## src/rtl/mem_port_arbiter.sv

```systemverilog
// Two-port arbiter sharing one synchronous single-port memory between instruction fetch and data.
// Data normally wins; a fetch that has been starved MAX_WAIT cycles takes the next slot.
module mem_port_arbiter #(
    parameter int ADDR_WIDTH = 10,
    parameter int DATA_WIDTH = 32,
    parameter int MAX_WAIT   = 4
) (
    input  logic                  clk,
    input  logic                  reset,
    input  logic                  if_req_valid,
    input  logic [ADDR_WIDTH-1:0] if_req_addr,
    output logic                  if_req_ready,
    input  logic                  if_flush,
    output logic                  if_rsp_valid,
    output logic [DATA_WIDTH-1:0] if_rsp_data,
    input  logic                  d_req_valid,
    input  logic [ADDR_WIDTH-1:0] d_req_addr,
    input  logic [3:0]            d_req_we,
    input  logic [DATA_WIDTH-1:0] d_req_wdata,
    output logic                  d_req_ready,
    output logic                  d_rsp_valid,
    output logic [DATA_WIDTH-1:0] d_rsp_data,
    output logic [ADDR_WIDTH-1:0] mem_addr,
    output logic [3:0]            mem_we,
    output logic [DATA_WIDTH-1:0] mem_wdata,
    input  logic [DATA_WIDTH-1:0] mem_rdata
);

    typedef enum logic {OWNER_FETCH, OWNER_DATA} owner_t;

    localparam logic [3:0] MAX_WAIT_CNT = 4'(MAX_WAIT);

    logic [3:0]            wait_cnt;
    logic [ADDR_WIDTH-1:0] last_addr;
    logic                  rsp_valid;
    owner_t                rsp_owner;
    logic                  rsp_is_write;
    logic                  fetch_prio;
    logic                  if_fire;
    logic                  d_fire;
    logic                  fetch_rsp;
    logic                  data_rsp;

    // A flushed fetch cannot fire, so it never steals the slot from data.
    always_comb begin
        fetch_prio   = if_req_valid && !if_flush && (wait_cnt == MAX_WAIT_CNT);
        if_req_ready = !reset && !if_flush && (fetch_prio || !d_req_valid);
        d_req_ready  = !reset && !fetch_prio;
        if_fire      = if_req_valid && if_req_ready;
        d_fire       = d_req_valid && d_req_ready;
    end

    always_comb begin
        mem_addr  = last_addr;
        mem_we    = '0;
        mem_wdata = '0;
        if (reset) begin
            mem_addr = '0;
        end else if (if_fire) begin
            mem_addr = if_req_addr;
        end else if (d_fire) begin
            mem_addr  = d_req_addr;
            mem_we    = d_req_we;
            mem_wdata = d_req_wdata;
        end
    end

    // Reset and flush gate the registered response so nothing stale leaks out.
    always_comb begin
        fetch_rsp    = rsp_valid && (rsp_owner == OWNER_FETCH) && !reset && !if_flush;
        data_rsp     = rsp_valid && (rsp_owner == OWNER_DATA) && !reset;
        if_rsp_valid = fetch_rsp;
        if_rsp_data  = fetch_rsp ? mem_rdata : '0;
        d_rsp_valid  = data_rsp;
        d_rsp_data   = (data_rsp && !rsp_is_write) ? mem_rdata : '0;
    end

    always_ff @(posedge clk) begin
        if (reset) begin
            wait_cnt     <= '0;
            last_addr    <= '0;
            rsp_valid    <= 1'b0;
            rsp_owner    <= OWNER_FETCH;
            rsp_is_write <= 1'b0;
        end else begin
            if (!if_req_valid || if_flush || if_fire) begin
                wait_cnt <= '0;
            end else if (wait_cnt < MAX_WAIT_CNT) begin
                wait_cnt <= wait_cnt + 4'd1;
            end
            rsp_valid    <= if_fire || d_fire;
            rsp_owner    <= if_fire ? OWNER_FETCH : OWNER_DATA;
            rsp_is_write <= d_fire && (d_req_we != 4'b0000);
            if (if_fire || d_fire) begin
                last_addr <= mem_addr;
            end
        end
    end

endmodule

```

## config.mk

```make
export PLATFORM = sky130hd
export DESIGN_NAME = mem_port_arbiter
export DESIGN_NICKNAME = d
export VERILOG_FILES = /design/src/rtl/mem_port_arbiter.sv
export SDC_FILE = /design/constraint.sdc
export NUM_CORES = 1
export LEC_CHECK = 0
export BUFFER_PORTS_ARGS = -buffer_cell sky130_fd_sc_hd__buf_4
export CORE_AREA = 2 2 80 82
export DETAILED_ROUTE_END_ITERATION = 7
export DIE_AREA = 0 0 82 84
export PLACE_DENSITY = 0.76
export SYNTH_ARGS = -nofsm -noshare
export SYNTH_HDL_FRONTEND = slang
export SYNTH_SLANG_ARGS = --single-unit
```

## constraint.sdc

```tcl
create_clock -name clk -period 1.7 [get_ports clk]
set_clock_uncertainty 0.05 [all_clocks]
set_input_delay 0.34 -clock clk [delete_from_list [all_inputs] [get_ports clk]]
set_output_delay 0.34 -clock clk [all_outputs]
set_load 0.05 [all_outputs]
```

==> results of run 1 <==
final cells by class:
type | count | area [um^2] | area share
Inverter | 11 | 41.3 | 0.00836
Sequential cell | 17 | 348 | 0.0704
Clock inverter | 1 | 5.00 | 0.00101
Multi-Input combinational cell | 160 | 1540 | 0.312
Timing Repair Buffer | 258 | 2860 | 0.580
Clock buffer | 3 | 41.3 | 0.00836
Tap cell | 77 | 96.3 | 0.0195
stage by stage:
step	cells	total power, mW	setup WS [ps]	hold slack (ps)
6_report	527	1.83	-549	255
5_1_grt	527	1.88	-594	275
4_1_cts	529	1.77	-446	260
3_5_place_dp	497	1.29	-339	521
3_3_place_gp	497	1.28	-253	514
2_1_floorplan	203	0.948	-325	413
critical path: cells and delay by family (launching register included):
family,cells,cell delay [ps]
compound gates,2,610
fa+ha+maj,1,120
buf+inv,3,400
flops,1,330
simple gates,1,130
repair_timing:
item                       CTS  global route
cloned                       8             0
buffers inserted            21             6
setup endpoints to repair  117           119
pin swaps                   68            12
resized for setup          215            31
how the worst max path moves through the flow:
stage / to / slack, ps / cells after the start
floorplan: if_req_ready / -330 / 6
global placement: if_req_ready / -250 / 7
detailed placement: if_req_ready / -340 / 7
CTS: mem_addr[2] / -450 / 7
global route: mem_addr[8] / -590 / 7
finish: mem_addr[8] / -550 / 7
cell families (layout without fill, tap and decap cells):
logic type	after synthesis	after routing	synth area share
adders and majority gates	2	2	0.0156
xor gates and xnor gates	1	1	0.00548
buffers and inverters	27	273	0.0767
muxes	1	1	0.00626
and+or+nand+nor	122	122	0.480
AOI/OAI and AO/OA	33	34	0.203
DFF	17	17	0.213
power breakdown:
group | total [mW] | leakage, nW | switching, mW | internal [mW]
combinational | 1.07 | 2.21 | 0.544 | 0.531
sequential | 0.432 | 0.142 | 0.0104 | 0.422
clock | 0.323 | 0.0255 | 0.160 | 0.163
total | 1.83 | 2.38 | 0.714 | 1.12
state kept, by name, summed over array words and instances, names as in the netlist:
signal        cells
last_addr        10
rsp_valid         1
rsp_is_write      1
wait_cnt          4
rsp_owner         1
layer usage:
layer  routed length, um  share of wire  vias to the layer above  GRT usage
li1                    -              -                     1187          -
met1                3570           0.35                     1214      0.298
met2                5490           0.54                      129      0.518
met3                 792          0.078                       30     0.0671
met4                 355          0.035                        0      0.109
met5                   0              0                        -          0
cells in the mapped netlist (all sizes together) (2+ instances only):
cell / n
ha: 2
nor3: 4
inv: 11
and2: 100
buf: 7
a21oi: 2
o221a: 14
nor2: 5
nor4b: 4
nor2b: 2
a31oi: 7
dfxtp: 17
clkbuf: 9
a221o: 6
==> qor.yml, run 1 <==
status:
  status: "finished with violations"
  violations: "setup timing"
grt:
  gr-usage-all-layers: 0.281
  grt_max_degree: 32
  grt-ovfl-total: 0
  grt_pass1_wl_um: 14800
  antenna_found_initial: 0
  first_global_vias: 2620
cells_and_area:
  antenna_cells: 0
  final_nets: 546
  final_area_mm2: 0.00494
  final_common_cell: "buf_4"
  final_layout_size_suffix_gt1_frac: 0.878
  fin_util: 0.810
  layout_common_cells: "122 x buf_4, 100 x and2_4, 84 x buf_8, 43 x buf_6, 13 x dfxtp_1"
  area_growth_pct: 209
  nFillCells: 342
yosys:
  ys_warn_count: 0
  netlist_instances: 203
  synth_cell_types: 31
  ys_async_sr_fraction: 0
  syn_area_mm2: 0.00160
  yosysTopAreaCell: "and2_1"
  synth_top_area_frac: 0.391
  syn_area_per_cell_um2: 7.88
  syn-num-nets: 298
  synthFlopType: "dfxtp_1"
  synth_edf_count: 0
  synthTopCellsByArea: "and2_1 39%, dfxtp_1 21%, o221a_1 7.7%, a221o_1 3.8%, a31oi_1 2.7%"
  ys_seq_area_frac: 0.213
  synth_seq_cells: 17
placed_design:
  place_hpwl_um: 5990
  portBuffers: 206
  dpl-instance-area_mm2: 0.00369
  place_congestion: 0.795
die:
  fp.coreArea_mm2: 0.00610
  dieHeight_um: 84
  start_util: 0.262
  die_w_um: 82
  die_area_mm2: 0.00689
  core.rowCount: 29
  io_pins: 207
route:
  dr.pass1.iters: 4
  vias: 2560
  drt-total-wl_um: 10200
  vias_per_cell: 4.86
  wl_per_cell_um: 19.4
  ant_nets: 0
  drt_iter0_drc: 99
  drcViolationCount: 0
worst_hold_path:
  whs_path_depth: 2
  worstHoldPathType: "input port to flip-flop"
  min_to: "rsp_is_write"
  min-delay-start: "d_req_we[2]"
power_and_ir_drop:
  powerDensity_mw_per_mm2: 371
  p_leak_nw: 2.38
  ir_drop_mv: 0.519
worst_setup_path:
  timing.rr.end: "last_addr[7]"
  cp.required_ps: 1310
  worst_ep_arrival_time_ps: 1860
  crit_slowest_cell: "a221o_2"
  rr_startpoint: "wait_cnt[1]"
  crit_path_start_kind: "flip-flop"
  worstRegToRegCells: 7
  max_stage_delay_ps: 380
  crit_path_end_kind: "output port"
  crit_path_start: "wait_cnt[1]"
  crit_type: "flip-flop to output port"
  ff2ff_setup_slack_ps: 10
  path_cells: "inv_2, ha_4, nand3b_1, buf_4, o21a_4, a221o_2, buf_8"
  path_max_fanout: 7
timing:
  setup_violations: 113
  slew_headroom: 0.701
  post-route-min-period_ps: 2250
  worst_slew_pin_slew_ps: 442
  setup_slack_ps: -549
  hold_viol: 0
  drv_slew: 0
  fmax_mhz: 445
  rsz0062_at_grt: "true"
  setup_tns_ps: -32640
  period_share: 1.32
cts:
  numCtsBuffers: 3
  cts_tree: "yes"
  htreeDepth: 1
  cts.path.max_buffers: 2
  clk_latency_ps: 260
  cts_root_buf: "clkbuf_8"
  clkTransAtPathRegs_ps: 70
  clock_sinks: 17
  ctsHoldBuffers: 0
job:
  max_cap_violations: 0
Note: power is estimated with default switching activity, not from simulation.
==> run 2: changes to the inputs <==
- SKIP_CTS_REPAIR_TIMING: unset -> 1
==> run 2 against run 1 <==
- the flow still finishes with violations (setup timing)
- design area decreased by 6.2%
- routed wire length decreased by 7.8%
- maximum frequency increased by 0.26%
- critical path type unchanged
==> qor.yml, run 2 (synthesized netlist as in run 1, its figures left out) <==
cells_and_area:
  final_layout_size_suffix_gt1_frac: 0.880  # was 0.878
  final_area_mm2: 0.00463  # was 0.00494 mm^2
  area_growth_pct: 190  # was 209%
  largest_register_ffs: 10  # unchanged
  fin_util: 0.760  # was 0.810
  top_register: "last_addr"  # unchanged
  antenna_cells: 0  # unchanged
  final_nets: 537  # was 546
  reg_top3: "last_addr: 10 flops, wait_cnt: 4 flops"  # unchanged
  regArea_um2: 345  # was 348 um^2
  layout_common_cells: "159 x buf_4, 100 x and2_4, 71 x buf_8, 13 x dfxtp_1"  # was 122 x buf_4, 100 x and2_4, 84 x buf_8, 43 x buf_6, 13 x dfxtp_1
  final_common_cell: "buf_4"  # unchanged
  nFillCells: 388  # was 342
  multi_input_area_mm2: 0.00152  # was 0.00154 mm^2
worst_setup_path:
  ff2ff_setup_slack_ps: -70  # was 10 ps
  cp.required_ps: 1310  # about the same
  crit_path_start_kind: "flip-flop"  # unchanged
  crit_type: "flip-flop to output port"  # unchanged
  path_cells: "inv_2, ha_4, nand3b_1, o21a_2, buf_12, and2_4, buf_4"  # was inv_2, ha_4, nand3b_1, buf_4, o21a_4, a221o_2, buf_8
  crit_path_end_kind: "output port"  # unchanged
  crit_slowest_cell: "dfxtp_2"  # was a221o_2
  worst_ep_arrival_time_ps: 1850  # was 1860 ps
  path_buf_inv: 3  # unchanged
  max_stage_delay_ps: 340  # was 380 ps
  path_max_fanout: 31  # was 7
  critical_path.top_delay_family: "buffers and inverters"  # was compound AO/OA/AOI/OAI gates
power_and_ir_drop:
  p_leak_nw: 2.28  # was 2.38 nW
  p_int_mw: 1.06  # was 1.12 mW
  power_mw: 1.74  # was 1.83 mW
  p_clk_frac: 0.179  # was 0.177
  comb_power_share: 0.574  # was 0.587
  power.net_switching_uw: 677  # was 714 uW
  powerDensity_mw_per_mm2: 376  # was 371 mW/mm^2
  ir_drop_mv: 0.453  # was 0.519 mV
  p_sw_frac: 0.389  # was 0.390
  sequentialPowerShare: 0.248  # was 0.236
die:
  die_w_um: 82  # unchanged
  die_area_mm2: 0.00689  # unchanged
  fp.coreArea_mm2: 0.00610  # unchanged
  start_util: 0.262  # unchanged
  core.rowCount: 29  # unchanged
  dieHeight_um: 84  # unchanged
  io_pins: 207  # unchanged
status:
  status: "finished with violations"  # unchanged
  violations: "setup timing"  # unchanged
timing:
  setup_tns_ps: -41170  # was -32640 ps
  setup_violations: 119  # was 113
  period_share: 1.32  # about the same
  post-route-min-period_ps: 2240  # was 2250 ps
  slew_headroom: 0.692  # was 0.701
  drv_slew: 0  # unchanged
  rsz0062_at_grt: "true"  # unchanged
  fmax_mhz: 446  # was 445 MHz
  whs_ps: 257  # was 255 ps
  hold_viol: 0  # unchanged
  setup_slack_ps: -543  # was -549 ps
  worst_slew_pin_slew_ps: 455  # was 442 ps
route:
  vias_per_cell: 4.80  # was 4.86
  drt-total-wl_um: 9410  # was 10200 um
  dr.pass1.iters: 4  # unchanged
  wl_per_cell_um: 18.2  # was 19.4 um
  drcViolationCount: 0  # unchanged
  drt_iter0_drc: 66  # was 99
  ant_nets: 0  # unchanged
  vias: 2484  # was 2560
placed_design:
  portBuffers: 206  # unchanged
  dpl-instance-area_mm2: 0.00369  # unchanged
  place_hpwl_um: 5990  # unchanged
  place_congestion: 0.795  # unchanged
cts:
  cts_tree: "yes"  # unchanged
  numCtsBuffers: 3  # unchanged
  clkTransAtPathRegs_ps: 70  # about the same
  htreeDepth: 1  # unchanged
  cts_root_buf: "clkbuf_8"  # unchanged
  clk_latency_ps: 260  # about the same
  cts.path.max_buffers: 2  # unchanged
  clock_sinks: 17  # unchanged
grt:
  grt_max_degree: 34  # was 32
  grt_pass1_wl_um: 10600  # was 14800 um
  antenna_found_initial: 0  # unchanged
  gr-usage-all-layers: 0.194  # was 0.281
  grt-ovfl-total: 0  # unchanged
  first_global_vias: 2101  # was 2620
job:
  max_cap_violations: 0  # unchanged
worst_hold_path:
  worstHoldPathType: "input port to flip-flop"  # unchanged
## run 2: changes by cell type in the layout (fill, tap and decap cells not counted), sizes merged
cell,previous run,this run
clkbuf,3,8
buf,258,244
## run 2: power groups by stage
| stage | combinational, mW | clock [mW] | sequential [mW] |
|---|---|---|---|
| 2_1_floorplan | 0.511 | 0 | 0.437 |
| 3_3_place_gp | 0.846 | 0 | 0.438 |
| 3_5_place_dp | 0.855 | 0 | 0.439 |
| 4_1_cts | 0.859 | 0.313 | 0.430 |
| 5_1_grt | 1.04 | 0.328 | 0.434 |
| 6_report | 0.999 | 0.311 | 0.432 |
## run 2: metal layers
metal | vias up | share of wire | routed length (um) | global-route usage
li1 | 1165 | - | - | -
met1 | 1174 | 0.37 | 3450 | 0.233
met2 | 120 | 0.53 | 4980 | 0.343
met3 | 25 | 0.075 | 709 | 0.0411
met4 | 0 | 0.029 | 277 | 0.0500
met5 | - | 0 | 0 | 0
## run 2: per-stage QoR
step                      setup slack, ps  cells
after global routing                 -590    518
after global placement               -253    497
after detailed placement             -339    497
after CTS                            -657    501
after floorplan                      -325    203
final                                -543    518
## run 2: layout make-up
cell class / instances / area share
Clock buffer: 3 / 0.00891
Timing Repair Buffer: 249 / 0.558
Sequential cell: 17 / 0.0746
Clock inverter: 1 / 0.00108
Tap cell: 77 / 0.0208
Multi-Input combinational cell: 160 / 0.327
Inverter: 11 / 0.00891
## run 2: final timing paths
kind | startpoint | to | cells after the start
worst max register to register | wait_cnt[1] | last_addr[6] | 9
worst min register to register | last_addr[6] | last_addr[6] | 3
worst max-delay path | wait_cnt[1] | mem_wdata[27] | 7
worst min-delay path | d_req_we[2] | rsp_is_write | 2
## run 2: worst reg2reg max path: stages (launching register included)
cell      delay, ps
dfxtp_2         340
inv_2            40
ha_4            140
nand3b_1        190
buf_4           160
o21ai_4          70
buf_12          140
buf_4           140
buf_6           130
o221a_2         260
==> run 3: changes to the inputs <==
- CELL_PAD_IN_SITES_DETAIL_PLACEMENT: unset -> 0
- CELL_PAD_IN_SITES_GLOBAL_PLACEMENT: unset -> 1
- CORE_AREA: 2 2 80 82 -> unset
- CORE_UTILIZATION: unset -> 18
- DIE_AREA: 0 0 82 84 -> unset
- PLACE_DENSITY: 0.76 -> 0.83
- clock period: 1.7 -> 2 ns (I/O delays scaled with it)
==> run 3 against run 2 <==
- global-route usage shrank 6.9 points
- design area shrank 6.5%
- die area grew 34%
- the run still ends with setup timing left
- via count shrank 6.0%
- combinational power shrank 18%
- core utilization shrank 26 points
- clock-buffer cell count grew 1
- critical path type unchanged
- sequential power shrank 16%
- worst setup slack gained 350 ps
- routed wire length shrank 19%
==> qor.yml, run 3 (synthesized netlist as in run 1, its figures left out) <==
power_and_ir_drop:
  powerDensity_mw_per_mm2: 332  # was 376 mW/mm^2
  p_leak_nw: 2.12  # was 2.28 nW
  ir_drop_mv: 0.198  # was 0.453 mV
worst_setup_path:
  cp.required_ps: 1550  # was 1310 ps
  crit_path_start_kind: "flip-flop"  # unchanged
  path_max_fanout: 13  # was 31
  path_cells: "inv_2, ha_4, nand3b_1, buf_6, a21o_4, o221a_4, buf_8"  # was inv_2, ha_4, nand3b_1, o21a_2, buf_12, and2_4, buf_4
  crit_slowest_cell: "dfxtp_4"  # was dfxtp_2
  max_stage_delay_ps: 350  # was 340 ps
  critical_path.top_delay_family: "compound AO/OA/AOI/OAI gates"  # was buffers and inverters
  worst_ep_arrival_time_ps: 1750  # was 1850 ps
  crit_type: "flip-flop to output port"  # unchanged
  path_buf_inv: 3  # unchanged
  crit_path_end_kind: "output port"  # unchanged
cells_and_area:
  largest_register_ffs: 10  # unchanged
  layout_common_cells: "139 x buf_4, 56 x buf_6, 41 x and2_4, 33 x and2_1, 33 x buf_8"  # was 159 x buf_4, 100 x and2_4, 71 x buf_8, 13 x dfxtp_1
  area_growth_pct: 171  # was 190%
  fin_util: 0.499  # was 0.760
  antenna_cells: 0  # unchanged
  final_cells: 536  # was 518
  final_layout_size_suffix_gt1_frac: 0.778  # was 0.880
  final_nets: 524  # was 537
  reg_top3: "last_addr: 10 flops, wait_cnt: 4 flops"  # unchanged
  final_common_cell: "buf_4"  # unchanged
  final_area_mm2: 0.00433  # was 0.00463 mm^2
  nFillCells: 806  # was 388
  top_register: "last_addr"  # unchanged
die:
  die_w_um: 96.3  # was 82 um
  core.rowCount: 34  # was 29
  die_area_mm2: 0.00926  # was 0.00689 mm^2
  fp.coreArea_mm2: 0.00868  # was 0.00610 mm^2
  start_util: 0.184  # was 0.262
  dieHeight_um: 96.3  # was 84 um
  io_pins: 207  # unchanged
timing:
  fmax_mhz: 455
  slew_headroom: 0.714  # was 0.692
  hold_viol: 0  # unchanged
  drv_slew: 0  # unchanged
  setup_slack_ps: -198  # was -543 ps
  post-route-min-period_ps: 2200
  period_share: 1.10
  worst_slew_pin_slew_ps: 423  # was 455 ps
  setup_violations: 47  # was 119
  rsz0062_at_grt: "true"  # unchanged
cts:
  clock_sinks: 17  # unchanged
  htreeDepth: 1  # unchanged
  cts_root_buf: "clkbuf_8"  # unchanged
  cts.path.max_buffers: 2  # unchanged
  cts_tree: "yes"  # unchanged
  clkTransAtPathRegs_ps: 70  # about the same
  clk_latency_ps: 250  # was 260 ps
  numCtsBuffers: 3  # unchanged
grt:
  antenna_found_initial: 0  # unchanged
  gr-usage-all-layers: 0.125  # was 0.194
  first_global_vias: 1914  # was 2101
  grt-ovfl-total: 0  # unchanged
  grt_pass1_wl_um: 8960  # was 10600 um
  grt_max_degree: 34  # unchanged
route:
  ant_nets: 0  # unchanged
  wl_per_cell_um: 14.2  # was 18.2 um
  vias_per_cell: 4.36  # was 4.80
  vias: 2335  # was 2484
  drt-total-wl_um: 7600  # was 9410 um
  dr.pass1.iters: 6  # was 4
  drt_iter0_drc: 59  # was 66
  drcViolationCount: 0  # unchanged
placed_design:
  place_congestion: 0.768  # was 0.795
  place_hpwl_um: 5610  # was 5990 um
  dpl-instance-area_mm2: 0.00358  # was 0.00369 mm^2
  placed_cells: 521  # was 497
  portBuffers: 206  # unchanged
status:
  violations: "setup timing"  # unchanged
  status: "finished with violations"  # unchanged
job:
  max_cap_violations: 0  # unchanged
worst_hold_path:
  worstHoldPathType: "input port to flip-flop"  # unchanged
## run 3: cell types whose count changed in the layout (fill, tap and decap cells not counted), moves of 20 or more
cell    before  now
and2_2       0   26
buf_4      159  139
buf_8       71   33
buf_6        9   56
and2_1       0   33
and2_4     100   41
## run 3: layout make-up
class	instances	area [um^2]	area share
well taps	108	135	0.0312
multi-input cells	159	1400	0.322
flip-flops and latches	17	345	0.0797
inverters	11	41.3	0.00953
clock buffers	4	45.0	0.0104
repair buffers	237	2370	0.547
## run 3: final timing paths
kind | to | start | slack, ps | cells after the start
setup / recovery | mem_addr[1] | wait_cnt[0] | -200 | 7
setup reg to reg | last_addr[4] | wait_cnt[0] | 270 | 9
hold reg to reg | wait_cnt[3] | wait_cnt[3] | 470 | 1
hold / removal | last_addr[3] | d_req_addr[3] | 330 | 2
## run 3: worst register-to-register path, cell delays in order (launching register included)
cell	delay [ps]
dfxtp_4	360
inv_2	40
ha_4	140
nand3b_1	130
buf_6	150
o21ai_4	80
buf_4	150
clkbuf_16	150
buf_4	130
o221a_2	250
## run 3: power by group
group          internal [mW]  total (mW)  leakage (nW)  switching, mW
Sequential             0.358       0.365         0.142        0.00688
Clock                  0.141       0.255        0.0228          0.113
Combinational          0.399       0.821          1.96          0.422
Total                  0.898        1.44          2.12          0.542
## run 3: stage by stage
| stage | power, mW | hold WS [ps] | setup WS, ps | TNS, ps |
|---|---|---|---|---|
| 2_1_floorplan | 0.775 | 432 | -102 | -697 |
| 3_3_place_gp | 1.08 | 453 | -87.7 | -598 |
| 3_5_place_dp | 1.08 | 459 | -107 | -1320 |
| 4_1_cts | 1.34 | 329 | -261 | -9540 |
| 5_1_grt | 1.51 | 331 | -278 | -9200 |
| 6_report | 1.44 | 332 | -198 | -5160 |
## run 3: per-layer routing
layer,share of wire,track usage,up-vias
met4,0.014,0.0473,0
met2,0.55,0.220,111
met5,0,0,-
li1,-,-,1137
met3,0.076,0.0276,9
met1,0.36,0.148,1078
